**config.mk**
```make
export PLATFORM = sky130hd
export DESIGN_NAME = uart_rx_ext_flat
export DESIGN_NICKNAME = d
export VERILOG_FILES = /design/src/rtl/uart_rx_ext_if.sv /design/src/rtl/uart_rx_ext.sv /design/src/flat_wrapper.sv
export SDC_FILE = /design/constraint.sdc
export NUM_CORES = 1
export LEC_CHECK = 0
export CORE_ASPECT_RATIO = 0.6
export CORE_MARGIN = 8
export CORE_UTILIZATION = 50
export CTS_CLUSTER_SIZE = 28
export DETAILED_ROUTE_END_ITERATION = 8
export PLACE_DENSITY = 0.73
export SLEW_MARGIN = 20
export SYNTH_ARGS = -nofsm -noshare
export SYNTH_HDL_FRONTEND = slang
export SYNTH_SLANG_ARGS = --single-unit
```
**constraint.sdc**
```tcl
create_clock -name bot_clk -period 3.1 [get_ports bot_clk]
set_input_delay 0.31 -clock bot_clk [delete_from_list [all_inputs] [get_ports bot_clk]]
set_output_delay 0.31 -clock bot_clk [all_outputs]
set_load 0.02 [all_outputs]
```
**src/rtl/uart_rx_ext_if.sv**
```systemverilog
// Receiver bundle: serial line and ack into the receiver, held word plus status out.
interface uart_rx_ext_if #(
  parameter int DATA_BITS = 8
);
  logic                 uart_rx;
  logic                 rx_ack;
  logic                 rx_valid;
  logic [DATA_BITS-1:0] rx_data;
  logic                 parity_err;
  logic                 frame_err;
  logic                 overrun;

  modport slave  (input  uart_rx, rx_ack,
                  output rx_valid, rx_data, parity_err, frame_err, overrun);
  modport master (output uart_rx, rx_ack,
                  input  rx_valid, rx_data, parity_err, frame_err, overrun);
endinterface

```
**src/rtl/uart_rx_ext.sv**
```systemverilog
// Oversampling UART receiver: 2-flop synchroniser, 3-sample majority per bit,
// false-start rejection, parity/framing/overrun flags and a valid/ack output register.
module uart_rx_ext #(
  parameter int DATA_BITS  = 8,
  parameter int OVERSAMPLE = 16,
  parameter int PARITY     = 0,
  parameter int STOP_BITS  = 1
) (
  input  logic         bot_clk,
  input  logic         reset,
  uart_rx_ext_if.slave rx
);
  localparam int M  = OVERSAMPLE / 2;
  localparam int TW = $clog2(OVERSAMPLE);
  localparam int BW = $clog2(DATA_BITS + 1);
  localparam logic [TW-1:0] T_LO  = TW'(M - 1);
  localparam logic [TW-1:0] T_MID = TW'(M);
  localparam logic [TW-1:0] T_HI  = TW'(M + 1);
  localparam logic [TW-1:0] T_END = TW'(OVERSAMPLE - 1);

  typedef enum logic [2:0] {S_IDLE, S_START, S_DATA, S_PAR, S_STOP, S_BRK} state_t;

  typedef struct packed {
    logic [DATA_BITS-1:0] data;
    logic                 perr;
    logic                 ferr;
  } rx_word_t;

  // Synchroniser. sync_fill marks when rxs carries a genuine line sample rather
  // than its reset value, so a line held low through reset never arms.
  logic       rx_meta, rxs, rxs_d, armed;
  logic [1:0] sync_fill;

  always_ff @(posedge bot_clk or negedge reset)
    if (!reset) begin
      rx_meta   <= 1'b1;
      rxs       <= 1'b1;
      rxs_d     <= 1'b1;
      sync_fill <= '0;
      armed     <= 1'b0;
    end else begin
      rx_meta   <= rx.uart_rx;
      rxs       <= rx_meta;
      rxs_d     <= rxs;
      sync_fill <= {sync_fill[0], 1'b1};
      if (sync_fill[1] && rxs) armed <= 1'b1;
    end

  state_t               state;
  logic [TW-1:0]        tick;
  logic                 s0, s1, maj;
  logic                 decide, wrap, done;
  logic [BW-1:0]        bit_cnt;
  logic [DATA_BITS-1:0] shreg;
  logic                 par_acc, perr_q, ferr_q;
  rx_word_t             word, held;
  logic                 valid_q, ovr_q;

  assign maj    = (s0 & s1) | (s0 & rxs) | (s1 & rxs);
  assign decide = (tick == T_HI);
  assign wrap   = (tick == T_END);
  // Frame ends at the decision point of the last stop bit, not at its end.
  assign done   = (state == S_STOP) && decide && (bit_cnt == BW'(STOP_BITS - 1));
  assign word   = {shreg, perr_q, ferr_q | ~maj};

  always_ff @(posedge bot_clk or negedge reset)
    if (!reset) begin
      state   <= S_IDLE;
      tick    <= '0;
      s0      <= 1'b1;
      s1      <= 1'b1;
      bit_cnt <= '0;
      shreg   <= '0;
      par_acc <= 1'b0;
      perr_q  <= 1'b0;
      ferr_q  <= 1'b0;
    end else begin
      tick <= wrap ? '0 : tick + 1'b1;
      if (tick == T_LO)  s0 <= rxs;
      if (tick == T_MID) s1 <= rxs;
      case (state)
        S_IDLE: begin
          tick <= '0;
          // the detect cycle itself is tick 0 of the start bit
          if (armed && rxs_d && !rxs) begin
            state <= S_START;
            tick  <= TW'(1);
          end
        end
        S_START: begin
          if (decide && maj) begin
            state <= S_IDLE;
          end else if (wrap) begin
            state   <= S_DATA;
            bit_cnt <= '0;
            par_acc <= 1'b0;
            perr_q  <= 1'b0;
            ferr_q  <= 1'b0;
          end
        end
        S_DATA: begin
          if (decide) begin
            shreg   <= {maj, shreg[DATA_BITS-1:1]};
            par_acc <= par_acc ^ maj;
            bit_cnt <= bit_cnt + 1'b1;
          end
          if (wrap && bit_cnt == BW'(DATA_BITS)) begin
            state   <= (PARITY != 0) ? S_PAR : S_STOP;
            bit_cnt <= '0;
          end
        end
        S_PAR: begin
          if (decide) perr_q <= (PARITY == 1) ? ~(par_acc ^ maj) : (par_acc ^ maj);
          if (wrap) state <= S_STOP;
        end
        S_STOP: begin
          if (decide) begin
            if (!maj) ferr_q <= 1'b1;
            if (bit_cnt == BW'(STOP_BITS - 1)) begin
              state <= maj ? S_IDLE : S_BRK;
              tick  <= '0;
            end else begin
              bit_cnt <= bit_cnt + 1'b1;
            end
          end
        end
        S_BRK: begin
          tick <= '0;
          if (rxs) state <= S_IDLE;
        end
        default: state <= S_IDLE;
      endcase
    end

  // Output register: newest word always wins; ack clears flags but keeps data.
  always_ff @(posedge bot_clk or negedge reset)
    if (!reset) begin
      held    <= '0;
      valid_q <= 1'b0;
      ovr_q   <= 1'b0;
    end else if (done) begin
      held    <= word;
      valid_q <= 1'b1;
      ovr_q   <= valid_q & ~rx.rx_ack;
    end else if (valid_q && rx.rx_ack) begin
      valid_q   <= 1'b0;
      ovr_q     <= 1'b0;
      held.perr <= 1'b0;
      held.ferr <= 1'b0;
    end

  assign rx.rx_valid   = valid_q;
  assign rx.rx_data    = held.data;
  assign rx.parity_err = held.perr;
  assign rx.frame_err  = held.ferr;
  assign rx.overrun    = ovr_q;
endmodule

```
**src/flat_wrapper.sv**
```systemverilog
// flat-port wrapper written by rule: the top's interface ports become plain ports
module uart_rx_ext_flat 
#(
  parameter int DATA_BITS  = 8,
  parameter int OVERSAMPLE = 16,
  parameter int PARITY     = 0,
  parameter int STOP_BITS  = 1
)
  (bot_clk, reset, rx_uart_rx, rx_rx_ack, rx_rx_valid, rx_rx_data, rx_parity_err, rx_frame_err, rx_overrun);
  uart_rx_ext_if #(.DATA_BITS(DATA_BITS)) rx_i ();
  input  logic bot_clk;
  input  logic reset;
  input wire logic [$bits(rx_i.uart_rx)-1:0] rx_uart_rx;
  input wire logic [$bits(rx_i.rx_ack)-1:0] rx_rx_ack;
  output wire logic [$bits(rx_i.rx_valid)-1:0] rx_rx_valid;
  output wire logic [$bits(rx_i.rx_data)-1:0] rx_rx_data;
  output wire logic [$bits(rx_i.parity_err)-1:0] rx_parity_err;
  output wire logic [$bits(rx_i.frame_err)-1:0] rx_frame_err;
  output wire logic [$bits(rx_i.overrun)-1:0] rx_overrun;
  assign rx_i.uart_rx = rx_uart_rx;
  assign rx_i.rx_ack = rx_rx_ack;
  assign rx_rx_valid = rx_i.rx_valid;
  assign rx_rx_data = rx_i.rx_data;
  assign rx_parity_err = rx_i.parity_err;
  assign rx_frame_err = rx_i.frame_err;
  assign rx_overrun = rx_i.overrun;
  uart_rx_ext #(.DATA_BITS(DATA_BITS), .OVERSAMPLE(OVERSAMPLE), .PARITY(PARITY), .STOP_BITS(STOP_BITS)) u_core (.bot_clk(bot_clk), .reset(reset), .rx(rx_i));
endmodule
```
Word level (Yosys, flattened, before mapping). Cells that the tools add are included.

Word-level logic and storage cells: 112. Output and inout port bits: 12. Register bits: 42. Input port bits: 4.

Mux-type cells: 35. Bitwise gates (word level): 10. Add/subtract/negate cells: 2. Equality and inequality tests: 24. Reductions and logical operators: 22.

Operators with widths (count): 4-bit two-way mux (9); 3-bit two-way mux (9); 4-bit one-hot mux with 3 select lines (2); 3-bit one-hot mux with 6 select lines (1); 4-bit == test (second input constant) (4); 2-bit by 1-bit != test with 1-bit output (second input constant) (8); 1-bit two-way mux (9); 4-bit by 1-bit adder with 4-bit output (second input constant) (2); 1-bit logical AND (8); 2-bit != test (second input constant) (4); 4-bit AND reduction (2); 2-bit nonzero test (4); 7-bit AND reduction (1); 3-bit by 2-bit == test with 1-bit output (second input constant) (2); 3-bit == test (second input constant) (2); 3-bit by 1-bit != test with 1-bit output (second input constant) (2); 1-bit one-hot mux with 2 select lines (3); 6-bit AND reduction (1); 5-bit AND reduction (1); 1-bit bitwise AND (4); 4-bit by 3-bit == test with 1-bit output (second input constant) (1); 4-bit zero test (1); 2-bit two-way mux (2); 3-bit by 1-bit == test with 1-bit output (second input constant) (1); other kinds (7) (10).

Depth between registers and ports, before layout.
Depth in word-level cells: 7. Gate-level depth with buffers: 8. Depth with buffers taken out: 7.

Worst setup path before layout. Ideal clock, no wire load.

Kind: reg2reg. From: register u_core.bit_cnt[0]. To: register u_core.held (netlist bit u_core.rx.rx_data[4]). Slack: 1087 ps. Setup time: 125 ps. Cell stages (with the launch flop): 8. Required time: 2975 ps. Data arrival time: 1888 ps. Path buffers: 2. Clock period less this slack: 2013 ps. Cell sequence: dfrtp_1 inv_1 ha_1 or3b_4 or3_1 buf_6 buf_8 mux2_4.

Word-level cells in the longest chain between the ends: 2.

RTL lines: from (decl) (RTL line uart_rx_ext.sv:53) `logic [BW-1:0] bit_cnt;`; from (signal assigned) (RTL line uart_rx_ext.sv:105) `bit_cnt <= bit_cnt + 1'b1;`; from (signal assigned) (RTL line uart_rx_ext.sv:123) `bit_cnt <= bit_cnt + 1'b1;`; 4-bit zero test (RTL line uart_rx_ext.sv:63) `assign done = (state == S_STOP) && decide && (bit_cnt == BW'(STOP_BITS - 1));`; 1-bit logical AND (RTL line uart_rx_ext.sv:63); to (signal assigned) (RTL line uart_rx_ext.sv:142) `held <= word;`; to (decl) (RTL line uart_rx_ext.sv:56) `rx_word_t word, held;`.

Every way passes these cells. A chain may end at the register's enable or synchronous reset.

Final worst setup path.
From: register u_core.bit_cnt[0]. To: register u_core.held (netlist bit u_core.rx.rx_data[5]).

Same word-level chain as after synthesis.

==> summary.txt <==
Status: finished, final reports clean
Vias per cell: 5.51
Register Area: 1060 sq um
Switching Fraction: 24.6%
Met1 usage: 15.9%
Final WL: 3.69 mm
Commonest non-fill, non-tap cell in the layout: dfrtp_1
Synth warn: 0
Sink Count: 42
First DRT Iteration DRCs: 91
Fmax: 0.456 GHz
Die height: 64.4 um
Gate power share: 12.5%
IO buf count: 15
Post-DP Area: 2110 sq um
Final Wtd Congestion: 0.846
Max Cap Viol: 0
Drt first pass iters: 4
VDD IR max: 0.358 mV
Final Max Slew Viols: 0
Final HPWL DP: 2.67 mm
Post-CTS Hold Buffers: 0
Final Cycle Share: 70.8%
Die area: 6230 sq um
Fill count: 305
Net Count, Synth: 186
Gr ovfl total: 0
P&R area growth vs syn: 15.6%
Multi-input logic area: 816 sq um
Main synth FF type: dfrtp_1
Commonest non-fill, non-tap cells in the layout: 37 x dfrtp_1, 16 x o21ai_0, 14 x nand2_1, 14 x mux2_2, 14 x clkdlybuf4s50_1
Worst min path class: in -> async
Wire length per cell: 15.3 um
Grt met3 use: 4.87%
Clock share of power: 39.7%
Setup slack after layout: 0.907 ns
Post-synth ARST share: 100%
H-tree lvl count: 2
TritonCTS buffer count: 5
Pre-CTS setup slack: 0.924 ns
CTS Root Cell: clkbuf_8
Post-route cell area: 2260 sq um
Routed Antenna Nets: 0
Register area share after synthesis: 54.1%
Final count of hold timing violations: 0
Library cells used by synthesis: 41
Worst path required time: 3.29 ns
P_sw: 0.327 mW
Layout cells sized above 1: 18.0%
Yosys top cell by area: dfrtp_1
Final setup fails: 0
Clk Latency, worst-skew pair: 0.30 ns
DR vias: 1327
Mapped cell area: 1950 sq um
Skew final: 0.00849 ns
First-pass GRT wire length: 6.41 mm
Die width: 96.7 um
Worst reg-to-reg setup slack: 0.91 ns
Maximum fanout along the worst path: 15
Clk slew on worst S/H paths: 0.08 ns
Diodes inserted: 0
Total Power: 1.33 mW
Largest net degree at the start of global routing: 43
Cells after Synth: 177
Arrival time worst endpoint: 2.38 ns
Util after Layout: 61.0%
Yosys reg bits: 42
P_leak: 1.04 nW
Critical path type: reg -> reg
Placed cell count: 233
Residual DRC: 0
# rows: 17
CTS Buffer Depth: 2
Worst R2R Start: u_core.bit_cnt[0]
Slew @ Worst Pin: 0.890 ns
Share of the synthesized area in the top cell type: 47.4%
Post-CTS Setup Inserts: 0
Slew headroom: 40.7%
Fin crit period: 2.19 ns
Resize count post-CTS: 0
P_int: 1.00 mW
Critical Path Start: u_core.bit_cnt[0]
Post-synth EDFFs: 0
WHS: 0.135 ns
Initial Util: 52.8%
Finished Layout Cells: 241
Met2 Use GR: 19.3%
Crit start category: flop
Core box area: 3700 sq um
Power density over the cells: 590 nW/um^2
Vias in the first global route: 1352
RSZ-0062 raised after global routing: false
CTS tree: done
Final net count: 202
Sequential Power Share: 47.8%
Final setup TNS: 0 ns
Top Ports: 16
Antenna violations before repair: 0
GRT busiest layer: met2
Synth area leaders: dfrtp_1 47%, mux2_2 8.1%, dfstp_2 6.7%
Worst setup EP type: flop
Total track usage: 12.7%
Syn_area_per_cell: 11.0 sq um
-- metal layers --
metal,wire length (um),vias up
li1,-,654
met1,1830,635
met2,1620,34
met3,189,4
met4,53,0
met5,0,-
-- layout make-up --
class | count | area share, %
Clock buffer | 6 | 3.66
Sequential cell | 42 | 46.8
Timing Repair Buffer | 15 | 6.43
Tap cell | 47 | 2.61
Clock inverter | 2 | 2.66
Multi-Input combinational cell | 119 | 36.1
Inverter | 10 | 1.66
-- power by group through the flow --
stage	sequential [mW]	clock (mW)	combinational [mW]
after floorplan	0.625	0	0.131
final	0.637	0.528	0.166
after detailed placement	0.646	0	0.167
after global routing	0.643	0.565	0.190
after CTS	0.636	0.543	0.167
after global placement	0.641	0	0.155
-- worst max-delay path, stage by stage, from the launching register on --
cell and delay [ns]:
dfrtp_1 0.41, inv_1 0.11, ha_1 0.17, or3b_4 0.39, or3_1 0.63, mux2_4 0.39
-- kinds of logic (layout without fill, tap and decap cells) --
group	Yosys count	in the layout	share of synthesized area (%)
flip-flops	42	42	54.1
other	1	1	0.192
adder cells (fa/ha/maj)	5	5	3.20
AO/OA/AOI/OAI	40	40	12.1
XOR/XNOR	1	1	0.449
AND/OR/NAND/NOR	55	55	15.4
multiplexers	17	17	10.4
buffers and inverters	16	33	4.10
-- sequential cells by signal, summed over array words and instances, names as in the netlist --
| register | cells |
|---|---|
| u_core.state | 3 |
| u_core.sync_fill | 2 |
| u_core.ferr_q | 1 |
| u_core.s1 | 1 |
| u_core.rxs | 1 |
| u_core.par_acc | 1 |
| u_core.armed | 1 |
| u_core.shreg | 8 |
| u_core.rx.parity_err | 1 |
| u_core.perr_q | 1 |
| u_core.rx.rx_data | 8 |
| u_core.rx_meta | 1 |
| u_core.rxs_d | 1 |
| u_core.bit_cnt | 4 |
| u_core.s0 | 1 |
| u_core.rx.overrun | 1 |
| u_core.rx.rx_valid | 1 |
| u_core.tick | 4 |
| u_core.rx.frame_err | 1 |
-- final timing paths --
kind | endpoint | cells past startpoint
setup / recovery | u_core.rx.rx_data[5] | 5
hold / removal | u_core.sync_fill[0] | 1
setup reg to reg | u_core.rx.rx_data[5] | 5
hold reg to reg | u_core.rxs | 0
max in group asynchronous | u_core.rx.rx_data[0] | 1
min in group bot_clk | u_core.rxs | 0
-- Yosys cell counts (all sizes together) (3+ instances only) --
cell,instances
a21o,3
a21oi,10
buf,3
clkbuf,3
dfrtp,37
dfstp,5
ha,5
inv,10
mux2,17
nand2,14
nand2b,3
nand3,8
nand3b,3
nor2,7
nor2b,4
o21a,3
o21ai,16
or3,4
Note: power is estimated with default switching activity, not from simulation.
